===== src/rtl/seq_detect_param.sv =====
// Serial pattern detector: programmable PAT_W-bit pattern, Mealy match pulse, overlap select.
// Optional saturating match counter is built when SEQ_DETECT_CNT_EN is defined.
module seq_detect_param #(
    parameter int unsigned            PAT_W   = 4,
    parameter logic [PAT_W-1:0]       PAT_RST = PAT_W'(4'b1010),
    parameter int unsigned            CNT_W   = 8
) (
    input  logic             clk,
    input  logic             rst,
    input  logic             data_in,
    input  logic             data_valid,
    input  logic             overlap,
    input  logic             pat_load,
    input  logic [PAT_W-1:0] pat_in,
    output logic             data_out,
    output logic [CNT_W-1:0] match_count
);

    localparam int unsigned      FILL_W   = (PAT_W > 2) ? $clog2(PAT_W) : 1;
    localparam logic [FILL_W-1:0] FILL_MAX = FILL_W'(PAT_W - 1);

    logic [PAT_W-1:0]  pat_reg;
    logic [PAT_W-2:0]  hist;
    logic [FILL_W-1:0] fill;
    logic [PAT_W-1:0]  window_c;
    logic              match_c;

    // Candidate window: stored history plus the bit presented this cycle.
    assign window_c = {hist, data_in};
    assign match_c  = rst && data_valid && !pat_load
                      && (fill == FILL_MAX) && (window_c == pat_reg);
    assign data_out = match_c;

    always_ff @(posedge clk) begin
        if (!rst) begin
            pat_reg <= PAT_RST;
            hist    <= '0;
            fill    <= '0;
        end else if (pat_load) begin
            pat_reg <= pat_in;
            fill    <= '0;
        end else if (data_valid) begin
            hist <= window_c[PAT_W-2:0];
            // Non-overlapping mode needs a full set of fresh bits after a match.
            if (match_c && !overlap) begin
                fill <= '0;
            end else if (fill != FILL_MAX) begin
                fill <= fill + FILL_W'(1);
            end
        end
    end

`ifdef SEQ_DETECT_CNT_EN
    localparam logic [CNT_W-1:0] CNT_MAX = '1;

    logic [CNT_W-1:0] cnt;

    // Saturating match counter.
    always_ff @(posedge clk) begin
        if (!rst) begin
            cnt <= '0;
        end else if (match_c && (cnt != CNT_MAX)) begin
            cnt <= cnt + CNT_W'(1);
        end
    end

    assign match_count = cnt;
`else
    assign match_count = '0;
`endif

endmodule


===== config.mk =====
export PLATFORM = sky130hd
export DESIGN_NAME = seq_detect_param
export DESIGN_NICKNAME = d
export VERILOG_FILES = /design/src/rtl/seq_detect_param.sv
export SDC_FILE = /design/constraint.sdc
export NUM_CORES = 1
export LEC_CHECK = 0
export ABC_AREA = 0
export CELL_PAD_IN_SITES_DETAIL_PLACEMENT = 1
export CELL_PAD_IN_SITES_GLOBAL_PLACEMENT = 1
export CORE_MARGIN = 3
export CORE_UTILIZATION = 30
export DETAILED_ROUTE_END_ITERATION = 8
export PLACE_DENSITY_LB_ADDON = 0.1
export SLEW_MARGIN = 15
export SYNTH_ARGS = -nofsm -noshare
export SYNTH_HDL_FRONTEND = slang
export SYNTH_SLANG_ARGS = --single-unit

===== constraint.sdc =====
create_clock -name clk -period 1.6 [get_ports clk]
set_clock_uncertainty 0.05 [all_clocks]
set_input_delay 0.4 -clock clk [delete_from_list [all_inputs] [get_ports clk]]
set_output_delay 0.4 -clock clk [all_outputs]
set_load 0.02 [all_outputs]

==> impl_results.md, run 1 <==
- Ratio of final minimum period to clock period: 1.01
- Mapped cell area: 509 sq um
- Hold Vio Cnt, Final: 0
- Drt wl/cell: 11.0 um
- Share of post-route cells with drive strength above 1: 0.456
- Sw frac: 0.256
- Clock Path Buffers: 2
- First-pass detailed-route iteration total: 2
- Critical Path Sink Type: primary output
- Number of fill cells: 184
- Clk pin slew, worst setup/hold paths: about 60 ps
- Final Core Density: 0.487
- RePlAce Congestion: 0.741
- Die height: 47.2 um
- Worst VDD drop: 0.373 mV
- H-tree levels: 1
- Comb pwr share: 0.209
- Pre-CTS setup slack: -812 ps
- Netlist cell types: 17
- IO Pins: 19
- Max frequency: 0.617 GHz
- Vias in the first global route: around 390
- Final Non-Filler Cells: 95
- Flops & latches, synth: 9
- CP max FO: 2
- Final worst slack: -20.8 ps
- DRT iter0 DRCs: 3
- Worst Hold Class: in2reg
- DRC: 0
- Post-Route WL: ~1.0 mm
- Clk Latency, worst-skew pair: between 200 and 300 ps
- Pin count of the biggest net entering global routing: 8
- P_leak: 0.330 nW
- Area Overhead vs Synth: 49.1%
- Psw: between 100 and 150 uW
- Fin nets: 91
- Worst Setup Path Type: in2out
- Synth area leader: dfxtp_1
- Sequential power share: 0.465
- CTS root buffer: clkbuf_4
- Cell Rows: 14
- Tmin final: 1620 ps
- CTS tree: built
- Design area: ~760 sq um
- Gr usage total: 0.115
- Final Max Slew Viols: 0
- RSZ-0062 raised after global routing: yes
- IO buf count: 10
- Die Width: 47.2 um
- Pwr dens: 692 nW/um^2
- DP HPWL: 834 um
- Vias: about 420
- Ant. Diodes: 0
- Clock sink total: 9
- Dpl cells: 88
- Internal: between 300 and 400 uW
- Mapped Avg Cell Area: around 9.4 sq um
- First-pass GRT wire length: 1.67 mm
- Leading post-synthesis cells by cell area: dfxtp_1, mux2i_1, buf_4
- Initial core utilization: 0.327
- Failing checks: setup timing
- Status: finished with violations
- DP Area: 671 sq um
- Grt ovf: 0
- Ys Warns: 0
- Number of flip-flops under the largest register name: 4
- Detail Route Antenna Nets: 0
- CTS buffer count: 3
- Clock group share of total power: 0.327
- # setup viols final: 1
- Initial antenna violation count: 0
- Core ar.: between 1500 and 2000 sq um
- Min Hold Slack: 416 ps
- Routed vias/inst: 4.43
- Gate Count Post-Synth: 54
- Sequential area share after synthesis: 0.354
- Req. time, crit path: about 1200 ps
- WP data arrival: around 1200 ps
- Synth top area share: 0.354
- Die area: 2230 sq um
- Critical Path Start Type: input port
- Total of max-cap violations: 0
[final cells by class]
cell class                 count  area, sq um  share of cell area
clock buffer                   4         26.3              0.0346
inverter                       1         3.75             0.00494
multi-input combinational     42          329               0.433
sequential                     9          189               0.249
tap                           16         20.0              0.0264
timing repair buffer          23          191               0.252
[timing repair]
action / CTS / global route
gates resized for setup: 25 / 5
pin swaps: 7 / 2
setup buffers: 3 / 0
hold buffers: 0 / 0
gates cloned: 0 / 0
setup endpoints to repair: 3 / 3
[worst max-delay path, stage by stage]
cell	delay [ps]
clkdlybuf4s15_2	200
xnor2_2	180
nand3_2	100
nor3_2	120
buf_4	160
[Yosys cell counts (all sizes together)]
master	instances
nand3	4
ha	1
inv	1
nor2b	9
or4	1
nor3	1
nand2	4
xnor2	4
mux2i	7
o311ai	2
conb	1
buf	9
o21ai	1
dfxtp	9
[per-stage QoR]
stage	setup TNS, ps	power, mW
after floorplan	0	0.313
after global placement	-1870	0.344
after detailed placement	-1900	0.345
after CTS	-30.7	0.533
after global routing	-96.3	0.559
final	-20.8	0.525
[final timing paths]
kind	depth (start not counted)	from	to	slack, ps
min reg2reg	2	pat_reg[1]$_SDFFE_PN1P_	pat_reg[1]$_SDFFE_PN1P_	450
min	3	rst	pat_reg[3]$_SDFFE_PN1P_	420
max	5	data_in	data_out	-20
max reg2reg	6	pat_reg[1]$_SDFFE_PN1P_	fill[1]$_SDFFE_PP0P_	100
[power groups by stage]
stage                     clock network [mW]  logic (mW)  registers, mW
after global placement                     0      0.0997          0.245
final                                  0.172       0.110          0.244
after detailed placement                   0       0.100          0.245
after floorplan                            0      0.0692          0.244
after global routing                   0.195       0.119          0.245
after CTS                              0.182       0.108          0.244
[cell usage in the layout, fill, tap and decap left out, drive strengths merged]
cell	instances
dlygate4sd2	1
clkdlybuf4s50	5
mux2i	7
dfxtp	9
ha	1
or4	1
conb	8
nor2b	9
buf	15
xnor2	4
nand3	4
clkbuf	4
nand2	4
clkdlybuf4s15	2
nor3	1
inv	1
o311ai	2
o21ai	1
[per-layer routing]
layer	global-route usage	vias to the layer above	wire length [um]
met3	0.0690	2	91
li1	-	216	-
met2	0.173	14	477
met4	0.0497	0	10
met5	0	-	0
met1	0.132	189	464
[cells by family after synthesis]
group / count (synthesis) / share of synthesized area
AO/OA/AOI/OAI: 3 / 0.0442
XOR/XNOR: 4 / 0.0688
adder cells (fa/ha/maj): 1 / 0.0246
buffers and inverters: 10 / 0.135
flip-flops: 9 / 0.354
multiplexers: 7 / 0.138
other: 1 / 0.00736
AND/OR/NAND/NOR: 19 / 0.228
Power figures use the tool's default switching activity.
==> run 2: changes to the inputs <==
--- a/config.mk
+++ b/config.mk
@@ -11,7 +11,7 @@
 export CORE_MARGIN = 3
 export CORE_UTILIZATION = 30
 export DETAILED_ROUTE_END_ITERATION = 8
-export PLACE_DENSITY_LB_ADDON = 0.1
+export PLACE_DENSITY_LB_ADDON = 0.08
 export SLEW_MARGIN = 15
 export SYNTH_ARGS = -nofsm -noshare
 export SYNTH_HDL_FRONTEND = slang
==> run 2 against run 1 <==
  * The run still ends with setup timing left
  * Critical path depth stayed put
  * First-iteration DRC count is 33% higher
  * Critical endpoint unchanged
  * Power is 0.35% higher
  * Worst setup slack worse by 16 ps
  * Cell count is 2.1% lower
  * Worst hold slack better by 34 ps
==> impl_results.md, run 2 (same netlist as run 1, synthesis figures left out) <==
- Most frequent cells in the layout: buf_4, nor2b_1, conb_1, mux2i_1, dfxtp_2
- Initial antenna violation count: 0 (unchanged)
- Post-Route WL: 1.05 mm (+0.67%)
- P_leak: 0.324 nW (-1.9%)
- DRC: 0 (unchanged)
- Final worst slack: -36.5 ps (-15.8 ps)
- Ratio of final minimum period to clock period: 1.02 (+0.00985)
- Sequential power share: 0.462 (-0.003)
- Die height: 47.2 um (unchanged)
- Area Overhead vs Synth: 46.4%
- DRT iter0 DRCs: 4 (+1)
- # setup viols final: 1 (unchanged)
- Share of post-route cells with drive strength above 1: 0.403 (-0.0531)
- Most common cell after layout, fill and taps aside: buf_4
- Worst Hold Class: reg2reg
- Pwr dens: 707 nW/um^2 (+2.2%)
- IO Pins: 19 (unchanged)
- Total of max-cap violations: 0 (unchanged)
- Status: finished with violations
- Cell Rows: 14 (unchanged)
- Clk Latency, worst-skew pair: 260 ps (about the same)
- Crit path max-delay cell type: clkdlybuf4s15_2
- Hold Vio Cnt, Final: 0 (unchanged)
- WP data arrival: 1190 ps (+20 ps)
- Internal: 390 uW (-0.16%)
- CP max FO: 3 (+1)
- Req. time, crit path: 1150 ps (about the same)
- Psw: 137 uW (+1.9%)
- IO buf count: 10 (unchanged)
- Clock group share of total power: 0.332 (+0.005)
- Die area: 2230 sq um (unchanged)
- Worst Setup Path Type: in2out
- DP HPWL: 814 um (-2.3%)
- CTS root buffer: clkbuf_4
- CTS buffer count: 3 (unchanged)
- First-pass detailed-route iteration total: 2 (unchanged)
- Sw frac: 0.260 (+0.00382)
- Core ar.: 1560 sq um (unchanged)
- RSZ-0062 raised after global routing: yes
- Gr usage total: 0.125 (+0.00919)
- Min Hold Slack: 450 ps (+34.4 ps)
- Critical Path Sink Type: primary output
- Final Core Density: 0.478 (-0.00883)
- Pin count of the biggest net entering global routing: 8 (unchanged)
- Failing checks: setup timing
- Vias in the first global route: 423 (+9.0%)
- Ant. Diodes: 0 (unchanged)
- Critical Path Start Type: input port
- Max frequency: 0.611 GHz (-0.96%)
- Clock Path Buffers: 2 (unchanged)
- Comb pwr share: 0.205 (-0.004)
- Die Width: 47.2 um (unchanged)
- Worst VDD drop: 0.349 mV (-6.5%)
- Detail Route Antenna Nets: 0 (unchanged)
- Grt ovf: 0 (unchanged)
- Number of flip-flops under the largest register name: 4 (unchanged)
- Crit-path cells: clkdlybuf4s15_2 -> xnor2_2 -> nand3_2 -> nor3_2 -> buf_4
- H-tree levels: 1 (unchanged)
- Tmin final: 1640 ps (+15.8 ps)
- First-pass GRT wire length: 1.91 mm (+14%)
- Fin nets: 89 (-2.2%)
- Final Max Slew Viols: 0 (unchanged)
- Crit-path max cell delay: 210 ps (about the same)
- CP bufs+invs: 2 (unchanged)
- Pre-CTS setup slack: -846 ps (-33.8 ps)
- Vias: 416 (-1.2%)
- RePlAce Congestion: 0.766 (+3.3%)
- Delay-heaviest family, CP: buffers and inverters
- Initial core utilization: 0.327 (unchanged)
- Clk pin slew, worst setup/hold paths: 60 ps (about the same)
- CTS tree: built
- Drt wl/cell: 11.3 um (+2.8%)
- Clock sink total: 9 (unchanged)
- Routed vias/inst: 4.47 (+0.94%)
-- run 2: cell types whose count changed in the layout (fill, tap and decap cells not counted) --
cell and delta:
ha_2 -1, clkdlybuf4s15_1 +1, dfxtp_1 +1, ha_1 +1, dfxtp_2 -1, o311ai_1 -1
buf_2 -1, o311ai_0 +1, buf_4 -2
-- run 2: power by group through the flow --
stage | clock network (mW) | logic (mW) | registers (mW)
floorplan | 0 | 0.0692 | 0.244
global placement | 0 | 0.0999 | 0.245
detailed placement | 0 | 0.100 | 0.245
CTS | 0.186 | 0.107 | 0.244
global route | 0.199 | 0.120 | 0.245
finish | 0.175 | 0.108 | 0.244
-- run 2: timing repair --
item,in CTS,in global routing
hold buffers,0,0
gates cloned,0,0
resized for setup,25,0
setup endpoints to repair,3,2
pin swaps,7,3
buffers inserted,1,1
endpoints found under the hold margin,0,0
-- run 2: final timing paths --
kind	start	to	slack (ps)	depth (start not counted)
max	data_in	data_out	-40	5
min reg2reg	pat_reg[1]$_SDFFE_PN1P_	pat_reg[1]$_SDFFE_PN1P_	450	2
max reg2reg	hist[0]$_SDFFE_PN0P_	fill[1]$_SDFFE_PP0P_	90	6
min	pat_reg[1]$_SDFFE_PN1P_	pat_reg[1]$_SDFFE_PN1P_	450	2
-- run 2: stage by stage --
step,cell area (sq um),power [mW],cells,setup TNS (ps)
after floorplan,541,0.313,61,0
after global placement,663,0.345,87,-1890
after detailed placement,663,0.346,87,-1850
after CTS,738,0.538,92,-25.0
after global routing,746,0.563,93,-94.0
final,746,0.527,93,-36.5
-- run 2: area by class of cell --
class,count,area (sq um)
Inverter,1,3.75
Clock buffer,4,26.3
Multi-Input combinational cell,42,327
Timing Repair Buffer,21,181
Fill cell,186,813
Tap cell,16,20.0
Sequential cell,9,188
-- run 2: worst register-to-register path, cell delays in order (launching register included) --
cell,delay (ps)
dfxtp_2,340
xnor2_2,160
nand3_2,100
buf_4,130
buf_4,120
or4_1,460
nand3_1,90
-- run 2: metal layers --
layer,GRT usage,vias up,part of all wire
li1,-,219,-
met1,0.149,186,0.43
met2,0.201,11,0.51
met3,0.0575,0,0.054
met4,0.0331,0,0
met5,0,-,0
==> run 3: changes to the inputs <==
==> constraint.sdc (replaced) <==
create_clock -name clk -period 1.6 [get_ports clk]
set_clock_uncertainty 0.05 [all_clocks]
set_input_delay 0.32 -clock clk [delete_from_list [all_inputs] [get_ports clk]]
set_output_delay 0.32 -clock clk [all_outputs]
set_load 0.02 [all_outputs]
==> run 3 against run 2 <==
  * First-iteration DRC count up 25%
  * Non-clock buffer count up 3
  * Sequential cell count is the same
  * Combinational power grew 4%
  * Worst setup slack improved by 77 ps
  * Cell count rose by 3.2%
  * Die area stayed put
  * The run now ends clean
  * Critical endpoint unchanged
==> impl_results.md, run 3 (same netlist as run 1, synthesis figures left out) <==
- Status: finished clean
- Ant. Diodes: 0 (unchanged)
- Area Overhead vs Synth: 52.8%
- Internal: 393 uW (+0.67%)
- Number of flip-flops under the largest register name: 4 (unchanged)
- Total of max-cap violations: 0 (unchanged)
- RePlAce Congestion: 0.666 (-13%)
- Worst Hold Class: reg2reg
- Core ar.: 1560 sq um (unchanged)
- Crit path max-delay cell type: dfxtp_2
- Pin count of the biggest net entering global routing: 8 (unchanged)
- Worst Setup Path Type: reg2out
- CTS tree: built
- Design area: 778 sq um (+4.4%)
- DRT iter0 DRCs: 5 (+1)
- Die area: 2230 sq um (unchanged)
- IO Pins: 19 (unchanged)
- Share of post-route cells with drive strength above 1: 0.425 (+0.0224)
- Delay-heaviest family, CP: flip-flops
- Crit-path max cell delay: 330 ps (+120 ps)
- Critical Path Start Type: flip-flop
- Initial antenna violation count: 0 (unchanged)
- Fin nets: 92 (+3.4%)
- RSZ-0062 raised after global routing: yes
- Vias in the first global route: 392 (-7.3%)
- Max frequency: 0.641 GHz (+4.9%)
- Final Max Slew Viols: 0 (unchanged)
- CTS root buffer: clkbuf_4
- First-pass detailed-route iteration total: 2 (unchanged)
- # hold bufs at CTS: 0 (unchanged)
- Die Width: 47.2 um (unchanged)
- DRC: 0 (unchanged)
- Pre-CTS setup slack: -645 ps (+201 ps)
- Req. time, crit path: 1230 ps (+80 ps)
- Pwr dens: 690 nW/um^2 (-2.4%)
- Vias: 425 (+2.2%)
- Final Core Density: 0.499 (+0.0209)
- Clock Path Buffers: 2 (unchanged)
- Hold Vio Cnt, Final: 0 (unchanged)
- Worst VDD drop: 0.512 mV (+47%)
- First-pass GRT wire length: 1.70 mm (-11%)
- Clock sink total: 9 (unchanged)
- CP bufs+invs: 1 (-1)
- Comb pwr share: 0.208 (+0.003)
- CTS buffer count: 3 (unchanged)
- Sequential power share: 0.454 (-0.008)
- Critical Path Sink Type: primary output
- Crit-path cells: xnor2_2 -> nand3_2 -> nor3_2 -> buf_4
- Clk pin slew, worst setup/hold paths: 60 ps (about the same)
- IO buf count: 10 (unchanged)
- H-tree levels: 1 (unchanged)
- # setup viols final: 0 (-1)
- Die height: 47.2 um (unchanged)
- Post-Route WL: 1.15 mm (+9.7%)
- DP Area: 666 sq um (+0.38%)
- Min Hold Slack: 433 ps (-17.6 ps)
- Detail Route Antenna Nets: 0 (unchanged)
- Drt wl/cell: 12.0 um (+6.3%)
- Most frequent cells in the layout: buf_4, nor2b_1, conb_1, mux2i_1, dfxtp_2
- Most common cell after layout, fill and taps aside: buf_4
- Cell Rows: 14 (unchanged)
- Sw frac: 0.269 (+0.00875)
- Ratio of final minimum period to clock period: 0.975 (-0.0480)
- Clk Latency, worst-skew pair: 260 ps (about the same)
- Clock group share of total power: 0.337 (+0.005)
- Gr usage total: 0.114 (-0.0108)
- Tmin final: 1560 ps (-76.8 ps)
- Grt ovf: 0 (unchanged)
- P_leak: 0.359 nW (+11%)
- Routed vias/inst: 4.43 (-1.0%)
- Initial core utilization: 0.327 (unchanged)
- Psw: 144 uW (+5.3%)
- CP max FO: 2 (-1)
- DP HPWL: 856 um (+5.2%)
- Final worst slack: 40.2 ps (+76.8 ps)
- WP data arrival: 1190 ps (about the same)
==> run 3: cell count changes in the layout (fill, tap and decap cells not counted), sizes merged <==
cell / before / now
clkdlybuf4s15: 3 / 0
buf: 12 / 15
dlygate4sd2: 1 / 3
dlymetal6s2s: 0 / 1
==> run 3: final timing paths <==
kind	depth (start not counted)	slack, ps	startpoint	endpoint
worst min register to register	1	430	fill[0]$_SDFFE_PP0P_	fill[0]$_SDFFE_PP0P_
worst min-delay path	1	430	fill[0]$_SDFFE_PP0P_	fill[0]$_SDFFE_PP0P_
worst max-delay path	4	40	pat_reg[1]$_SDFFE_PN1P_	data_out
worst max register to register	6	50	pat_reg[1]$_SDFFE_PN1P_	fill[1]$_SDFFE_PP0P_
==> run 3: repair_timing <==
| action | in CTS | in global routing |
|---|---|---|
| setup endpoints to repair | 2 | 3 |
| pin swaps | 4 | 8 |
| buffers inserted | 2 | 2 |
| hold endpoints to repair | 0 | 0 |
| gates resized for setup | 12 | 14 |
==> run 3: worst register-to-register path: stages (launching register included) <==
cell and delay [ps]:
dfxtp_2 330, xnor2_2 160, nand3_2 100, buf_4 140, buf_4 130, or4_4 500
nand3_2 80
==> run 3: routing by layer <==
layer	track usage	share of wire	routed length, um	vias to the layer above
li1	-	-	-	218
met1	0.143	0.44	511	191
met2	0.171	0.47	544	16
met3	0.0690	0.083	95	0
met4	0.0166	0	0	0
met5	0	0	0	-
==> run 3: power groups by stage <==
stage	combinational [mW]	clock (mW)	sequential, mW
2_1_floorplan	0.0689	0	0.244
3_3_place_gp	0.100	0	0.245
3_5_place_dp	0.101	0	0.246
4_1_cts	0.103	0.190	0.242
5_1_grt	0.122	0.200	0.245
6_report	0.112	0.181	0.244
==> run 3: final cells by class <==
class	instances	area [sq um]
clock buffers	4	26.3
fillers	184	781
inverters	1	3.75
multi-input cells	42	335
flip-flops and latches	9	188
well taps	16	20.0
repair buffers	24	205
==> run 3: per-stage QoR <==
| step | TNS, ps | instances | power (mW) |
|---|---|---|---|
| CTS | -16.7 | 94 | 0.535 |
| finish | 0 | 96 | 0.537 |
| global placement | -1310 | 88 | 0.346 |
| floorplan | 0 | 61 | 0.313 |
| global route | -92.9 | 96 | 0.568 |
| detailed placement | -1370 | 88 | 0.347 |
